### src/rtl/rst_seq_pkg.sv
// Shared state encodings and constants for the reset sequencer.
package rst_seq_pkg;

  typedef enum logic [2:0] {
    PLL_RST   = 3'd0,
    WAIT_LOCK = 3'd1,
    STABLE    = 3'd2,
    CORE_RST  = 3'd3,
    RUN       = 3'd4
  } state_e;

  localparam int unsigned RETRY_W = 4;

  function automatic int unsigned max4(input int unsigned a, input int unsigned b,
                                       input int unsigned c, input int unsigned d);
    int unsigned m;
    m = a;
    if (b > m) m = b;
    if (c > m) m = c;
    if (d > m) m = d;
    return m;
  endfunction

endpackage

### src/rtl/sync_2ff.sv
// Generic two-flop synchroniser with asynchronous active-low reset.
module sync_2ff #(
  parameter int unsigned WIDTH = 1
) (
  input  logic             i_clk,
  input  logic             i_rst_n,
  input  logic [WIDTH-1:0] i_d,
  output logic [WIDTH-1:0] o_q
);

  logic [WIDTH-1:0] r_meta;
  logic [WIDTH-1:0] r_sync;

  always_ff @(posedge i_clk or negedge i_rst_n) begin
    if (!i_rst_n) begin
      r_meta <= '0;
      r_sync <= '0;
    end else begin
      r_meta <= i_d;
      r_sync <= r_meta;
    end
  end

  assign o_q = r_sync;

endmodule

### src/rtl/rst_sequencer.sv
// PLL bring-up and core reset sequencer: lock qualification with timeout/retry,
// stability window, core reset stretch, run-time lock loss and software reset.
module rst_sequencer
  import rst_seq_pkg::*;
#(
  parameter int unsigned PLL_RST_CYCLES  = 16,
  parameter int unsigned LOCK_TIMEOUT    = 65536,
  parameter int unsigned STABLE_CYCLES   = 256,
  parameter int unsigned CORE_RST_CYCLES = 16,
  parameter int unsigned CNT_W = $clog2(max4(PLL_RST_CYCLES, LOCK_TIMEOUT,
                                             STABLE_CYCLES, CORE_RST_CYCLES))
) (
  input  logic               clk,
  input  logic               nReset,
  input  logic               pll_locked,
  input  logic               sw_rst_req,
  input  logic               clear_diag,
  output logic               pll_areset,
  output logic               sys_rst,
  output logic               ready,
  output logic [2:0]         state,
  output logic [RETRY_W-1:0] retry_cnt,
  output logic               lock_lost
);

  localparam logic [CNT_W-1:0]   PLL_LAST    = CNT_W'(PLL_RST_CYCLES - 1);
  localparam logic [CNT_W-1:0]   TO_LAST     = CNT_W'(LOCK_TIMEOUT - 1);
  localparam logic [CNT_W-1:0]   STABLE_LAST = CNT_W'(STABLE_CYCLES - 1);
  localparam logic [CNT_W-1:0]   CORE_LAST   = CNT_W'(CORE_RST_CYCLES - 1);
  localparam logic [RETRY_W-1:0] RETRY_MAX   = '1;

  state_e             r_state;
  state_e             w_next;
  logic [CNT_W-1:0]   r_cnt;
  logic               r_pll_areset;
  logic               r_sys_rst;
  logic               r_ready;
  logic [RETRY_W-1:0] r_retry;
  logic               r_lock_lost;
  logic               w_lock_s;
  logic               w_inc_retry;
  logic               w_set_lost;

  sync_2ff #(.WIDTH(1)) u_lock_sync (
    .i_clk   (clk),
    .i_rst_n (nReset),
    .i_d     (pll_locked),
    .o_q     (w_lock_s)
  );

  // Lock loss is tested before completion/sw requests so it always wins.
  always_comb begin
    w_next      = r_state;
    w_inc_retry = 1'b0;
    w_set_lost  = 1'b0;
    case (r_state)
      PLL_RST:   if (r_cnt == PLL_LAST) w_next = WAIT_LOCK;
      WAIT_LOCK: begin
        if (w_lock_s) begin
          w_next = STABLE;
        end else if (r_cnt == TO_LAST) begin
          w_next      = PLL_RST;
          w_inc_retry = 1'b1;
        end
      end
      STABLE: begin
        if (!w_lock_s)                w_next = WAIT_LOCK;
        else if (r_cnt == STABLE_LAST) w_next = CORE_RST;
      end
      CORE_RST: begin
        if (!w_lock_s)               w_next = PLL_RST;
        else if (r_cnt == CORE_LAST) w_next = RUN;
      end
      RUN: begin
        if (!w_lock_s) begin
          w_next     = PLL_RST;
          w_set_lost = 1'b1;
        end else if (sw_rst_req) begin
          w_next = CORE_RST;
        end
      end
      default:   w_next = PLL_RST;
    endcase
  end

  // Outputs are decoded from the next state so they move with the state register.
  always_ff @(posedge clk or negedge nReset) begin
    if (!nReset) begin
      r_state      <= PLL_RST;
      r_cnt        <= '0;
      r_pll_areset <= 1'b1;
      r_sys_rst    <= 1'b1;
      r_ready      <= 1'b0;
      r_retry      <= '0;
      r_lock_lost  <= 1'b0;
    end else begin
      r_state      <= w_next;
      r_cnt        <= (w_next != r_state) ? '0 : r_cnt + 1'b1;
      r_pll_areset <= (w_next == PLL_RST);
      r_sys_rst    <= (w_next != RUN);
      r_ready      <= (w_next == RUN);
      if (w_inc_retry) begin
        if (r_retry != RETRY_MAX) r_retry <= r_retry + 1'b1;
      end else if (clear_diag) begin
        r_retry <= '0;
      end
      if (w_set_lost)      r_lock_lost <= 1'b1;
      else if (clear_diag) r_lock_lost <= 1'b0;
    end
  end

  assign pll_areset = r_pll_areset;
  assign sys_rst    = r_sys_rst;
  assign ready      = r_ready;
  assign state      = r_state;
  assign retry_cnt  = r_retry;
  assign lock_lost  = r_lock_lost;

endmodule

### config.mk
export PLATFORM = sky130hd
export DESIGN_NAME = rst_sequencer
export DESIGN_NICKNAME = d
export VERILOG_FILES = /design/src/rtl/rst_seq_pkg.sv /design/src/rtl/sync_2ff.sv /design/src/rtl/rst_sequencer.sv
export SDC_FILE = /design/constraint.sdc
export NUM_CORES = 1
export LEC_CHECK = 0
export CAP_MARGIN = 20
export CORE_ASPECT_RATIO = 1.25
export CORE_MARGIN = 3
export CORE_UTILIZATION = 40
export DETAILED_ROUTE_END_ITERATION = 10
export DONT_BUFFER_PORTS = 1
export GPL_ROUTABILITY_DRIVEN = 0
export HOLD_SLACK_MARGIN = 0.08
export SYNTH_ARGS = -nofsm -noshare
export SYNTH_HDL_FRONTEND = slang
export SYNTH_SLANG_ARGS = --single-unit
### constraint.sdc
create_clock -name clk -period 4.7 [get_ports clk]
set_input_delay 0.235 -clock clk [delete_from_list [all_inputs] [get_ports clk]]
set_output_delay 0.235 -clock clk [all_outputs]
set_load 0.05 [all_outputs]
---- Yosys cells after proc, flatten, opt, wreduce, memory -nomap -nowiden ----
Cells that the tools add are included.
storage, ports and cells
  bits in registers ....................... 29
  bits in writable memories ............... 0
  memory bits (read-only) ................. 0
  logic and storage cells ................. 49
  memories kept ........................... 0
  output and inout port bits .............. 11
  bits in latches ......................... 0
  input port bits ......................... 5
operators by class
  bitwise logic cells ..................... 0
  add/sub/neg operators ................... 2
  divide/modulo/power cells ............... 0
  reductions and logical operators ........ 5
  shifts and indexed selects .............. 0
  magnitude comparators ................... 0
  muxes and demuxes ....................... 21
  equality and inequality tests ........... 12
  $mul .................................... 0
operators with widths
  operator                 number
  $mux W3                  9
  $add A16 B1 Y16 const B  1
  $eq A16 B16 Y1 const B   1
  $eq A16 B4 Y1 const B    1
  $eq A16 B8 Y1 const B    1
  $mux W16                 1
  $pmux W3 S5              1
  $mux W4                  3
  $mux W1                  7
  $eq A3 B2 Y1 const B     2
  $eq A3 B3 Y1 const B     2
  $logic_not A3 Y1         2
  $add A4 B1 Y4 const B    1
  $ne A4 B4 Y1 const B     1
  $reduce_bool A2 Y1       2
  $eq A3 B1 Y1 const B     1
  $ne A3 B3 Y1             1
  $ne A3 B3 Y1 const B     1
  $ne A2 B1 Y1 const B     1
  $reduce_and A2 Y1        1

---- Depth between registers and ports, before layout ----
  depth after elaboration ................. 6
  depth in mapped cells ................... 7
  depth with buffers taken out ............ 6

---- Hierarchy ----
Synthesis repeated with hierarchy kept, for this count alone.
second synthesis, totals
  cell total of the unflattened synthesis .. 151
  area total of the unflattened synthesis .. 1555.2 um^2
by module, submodules not included
  module         area each (um^2)  instances  cells an instance  sequential area each (um^2)
  rst_sequencer  1505.2            1          149                678.2
  sync_2ff       50.0              1          2                  50.0

---- Worst setup path after synthesis ----
OpenSTA, ideal clock, no wires.
  path kind ............................... register to register
  start point ............................. register r_cnt[13]
  end point ............................... register r_cnt[11]
  data required time ...................... 4.613 ns
  buffers on the path ..................... 1
  data arrival time ....................... 2.633 ns
  cell stages (with the launch flop) ...... 7
  setup time .............................. 0.087 ns
  setup slack ............................. 1.980 ns
  clock period less this slack ............ 2.720 ns
  cell sequence ........................... dfrtp_1 -> or4_4 -> or4_4 -> or4_4 -> a311o_1 -> buf_6 -> a211oi_2
between the ends
  longest elaborated chain between the ends .. 6
  elaborated cells on any way between the ends .. 13
  classes of those cells .................. 4 x eq/ne; 9 x mux
RTL lines
  element                                      RTL line                                                       text
  start, declared                              rst_sequencer.sv:34                                            logic [CNT_W-1:0] r_cnt;
  start signal, assigned                       rst_sequencer.sv:98                                            r_cnt <= (w_next != r_state) ? '0 : r_cnt + 1'b1;
  $eq A16 B4 Y1, or another cell as far along  rst_sequencer.sv:57, rst_sequencer.sv:72
  $mux W3 (on tied branches)                   rst_sequencer.sv:72, rst_sequencer.sv:61, rst_sequencer.sv:68
  $mux W3 (on tied branches)                   rst_sequencer.sv:71, rst_sequencer.sv:59, rst_sequencer.sv:67
  $pmux W3 S5 (*)                              rst_sequencer.sv:56                                            case (r_state)
  $ne A3 B3 Y1 (*)                             rst_sequencer.sv:98
  $mux W16 (*)                                 rst_sequencer.sv:98
Mark *: on every way between the ends. The rest lies on a longest branch, timed or not.
A chain may end at the register's enable or synchronous reset.

---- Worst setup path after layout ----
  start point ............................. register r_cnt[13]
  end point ............................... register r_cnt[13]
between the ends
  longest elaborated chain between the ends .. 6
  elaborated cells on any way between the ends .. 14
  classes of those cells .................. 1 x add/sub; 4 x eq/ne; 9 x mux
RTL lines
  element                                      RTL line
  $eq A16 B4 Y1, or another cell as far along  rst_sequencer.sv:57, rst_sequencer.sv:72
  $mux W3 (on tied branches)                   rst_sequencer.sv:72, rst_sequencer.sv:61, rst_sequencer.sv:68
  $mux W3 (on tied branches)                   rst_sequencer.sv:71, rst_sequencer.sv:59, rst_sequencer.sv:67
  $pmux W3 S5                                  rst_sequencer.sv:56
  $ne A3 B3 Y1                                 rst_sequencer.sv:98
  $mux W16 (*)                                 rst_sequencer.sv:98
Marked as above.

==> out/metrics.yaml <==
power_frac_seq: 0.519
crit_path_max_fanout: 11
finalSetupViolations: 0
fin_nets: 160
max_stage_delay_ps: 580
tightest_slew_ps: 728.1
yosys.area.top_type_share: 0.4426
ys_ff_latch: 29
intPower_mw: 0.4367
wl_per_cell_um: 15.03
cts_setup_buffers: 0
drive_gt1_frac: 0.1558
p_leak_nw: 0.6607
fin_crit_sh: 0.6272
slew_headroom: 0.5146
cts_tree: "yes"
async_reset_ff_frac: 1.000
synth_edf_count: 0
grt_max_degree: 30
final_area_sq_um: 1688
rows: 24
multi_input_area_sq_um: 740.7
yosysWarningCount: 0
synth.distinct_cells: 39
synth_top_area_cell: "dfrtp_1"
clockRootBuffer: "clkbuf_8"
syn_area_sq_um: 1526
switchingPower_mw: 0.1900
cts.sinks: 29
die_area_sq_um: 4598
max_freq_mhz: 339.2
ff_latch_area_sq_um: 728.2
cts_buffer_depth: 2
grt-ovfl-total: 0
netSwitchingFraction: 0.3031
grt_pass1_wl_um: 5016
grt_pass1_vias: 1120
setup.worst_path.class: "reg -> reg"
numCtsBuffers: 5
ir_drop_uv: 128.9
fp.dieH_um: 75.07
dieWidth_um: 61.26
cp_cell_sequence: "or4_4 > or4_4 > or4_4 > a311o_1 > a211oi_2"
crit_path_end_kind: "flip-flop"
maxCapViolCount: 0
area_growth_pct: 10.57
cp-start-kind: "flip-flop"
drc: 0
whs_ps: 207.2
cpMostUsedCell: "or4_4"
holdBufCountCts: 4
start_util: 0.4272
fillCellCount: 337
worst_path_max_delay_cell: "a311o_1"
min_period_ps: 2948
netlist_instances: 148
rsz0062_at_grt: "false"
pin_count: 16
syn_area_per_cell_sq_um: 10.31
maxSlewViolCount: 0
p_clk_frac: 0.323
vias: 1121
min_path_type: "in -> reg"
finClkSkew_ps: 7.951
place_area_sq_um: 1548
clk_pin_slew_ps: 60
dr.pass1.iters: 4
port_buffers: 0
required_ps: 4880
hold_violations: 0
synth-seq-area-share: 0.4770
gr-usage-all-layers: 0.1495
via_per_inst: 5.808
comb_power_share: 0.158
synth_common_cells: "dfrtp_1 (27), nor2_1 (15), nand3_1 (10)"
synth_most_common_cell: "dfrtp_1"
yosys-top-cells-area: "dfrtp_1 (44%), a211oi_2 (7.4%), xnor2_1 (4.6%)"
antennaDiodeCount: 0
wl_um: 2900
drt-initial-drc-count: 87
htree_levels: 2
ys.flop_type: "dfrtp_1"
core_sq_um: 3573
crit_arrival_ps: 3120
dpl.hpwl_um: 2069
power_density_nw_per_um2: 371.3
clk_latency_ps: 270
postCtsResizedCells: 0
antenna_found_initial: 0
status: "finished clean"
syn_nets: 155
fin_setup_tns_ps: 0
ant_nets: 0
final cells by class:
type,instances,share of cell area
Multi-Input combinational cell,106,0.4388
Tap cell,39,0.02891
Timing Repair Buffer,5,0.03410
Clock buffer,8,0.05337
Inverter,6,0.01334
Sequential cell,29,0.4314
sequential cells by signal, indices dropped and copies added (netlist names):
signal	count
lock_lost	1
pll_areset	1
r_cnt	16
ready	1
retry_cnt	4
state	3
sys_rst	1
u_lock_sync.o_q	1
u_lock_sync.r_meta	1
worst max-delay path: cells and delay by family (launching register included):
family          cells  cell delay (ps)
compound gates      2              890
simple gates        3             1560
flops               1              410
cells by family after synthesis:
logic type | share of synthesized area
xor gates and xnor gates | 0.08607
muxes | 0.006558
AOI/OAI and AO/OA | 0.1639
DFF | 0.4771
adders and majority gates | 0.01639
buffers and inverters | 0.03770
and+or+nand+nor | 0.2123
power by group through the flow:
stage / Clock, mW / Combinational, mW / Sequential, mW
after global routing: 0.226 / 0.114 / 0.329
after floorplan: 0 / 0.0853 / 0.318
final: 0.203 / 0.0989 / 0.325
after global placement: 0 / 0.0900 / 0.328
after CTS: 0.212 / 0.101 / 0.325
after detailed placement: 0 / 0.0915 / 0.329
stage by stage:
step | setup slack (ps) | power [mW] | cells | util
final | 1752 | 0.6267 | 193 | 0.4723
after global routing | 1493 | 0.6690 | 193 | 0.4723
after global placement | 1798 | 0.4178 | 181 | 0.4331
after detailed placement | 1756 | 0.4210 | 181 | 0.4331
after CTS | 1745 | 0.6379 | 193 | 0.4723
after floorplan | 1980 | 0.4029 | 148 | -
path summary, 6_finish.rpt:
path | startpoint | end | slack (ps) | depth (start not counted)
worst min-delay path | sw_rst_req | ready | 210 | 2
worst min register to register | u_lock_sync.r_meta | u_lock_sync.o_q | 350 | 0
worst max register to register | r_cnt[13] | r_cnt[13] | 1750 | 5
min in group asynchronous | nReset | r_cnt[1] | 410 | 2
worst max-delay path | r_cnt[13] | r_cnt[13] | 1750 | 5
max in group asynchronous | nReset | pll_areset | 4050 | 2
layout by cell type (no fill, tap or decap), types with 4 or more instances in the layout:
cell type | Yosys | final
nand2_1 | 8 | 8
a21oi_1 | 4 | 4
nand4_1 | 5 | 5
nor2_1 | 15 | 15
dfrtp_1 | 27 | 27
or4_4 | 4 | 4
inv_1 | 6 | 6
a211oi_2 | 9 | 9
clkbuf_8 | 0 | 6
xnor2_1 | 8 | 8
nor3_1 | 4 | 4
nand3_1 | 10 | 10
xor2_1 | 7 | 7
layer usage:
metal  track usage  up-vias  share of wire
met2        0.2447       25           0.49
li1              -      552              -
met5             0        -              0
met4       0.07229        0          0.018
met1        0.1740      540           0.45
met3       0.04803        4          0.045
Power figures use the tool's default switching activity.
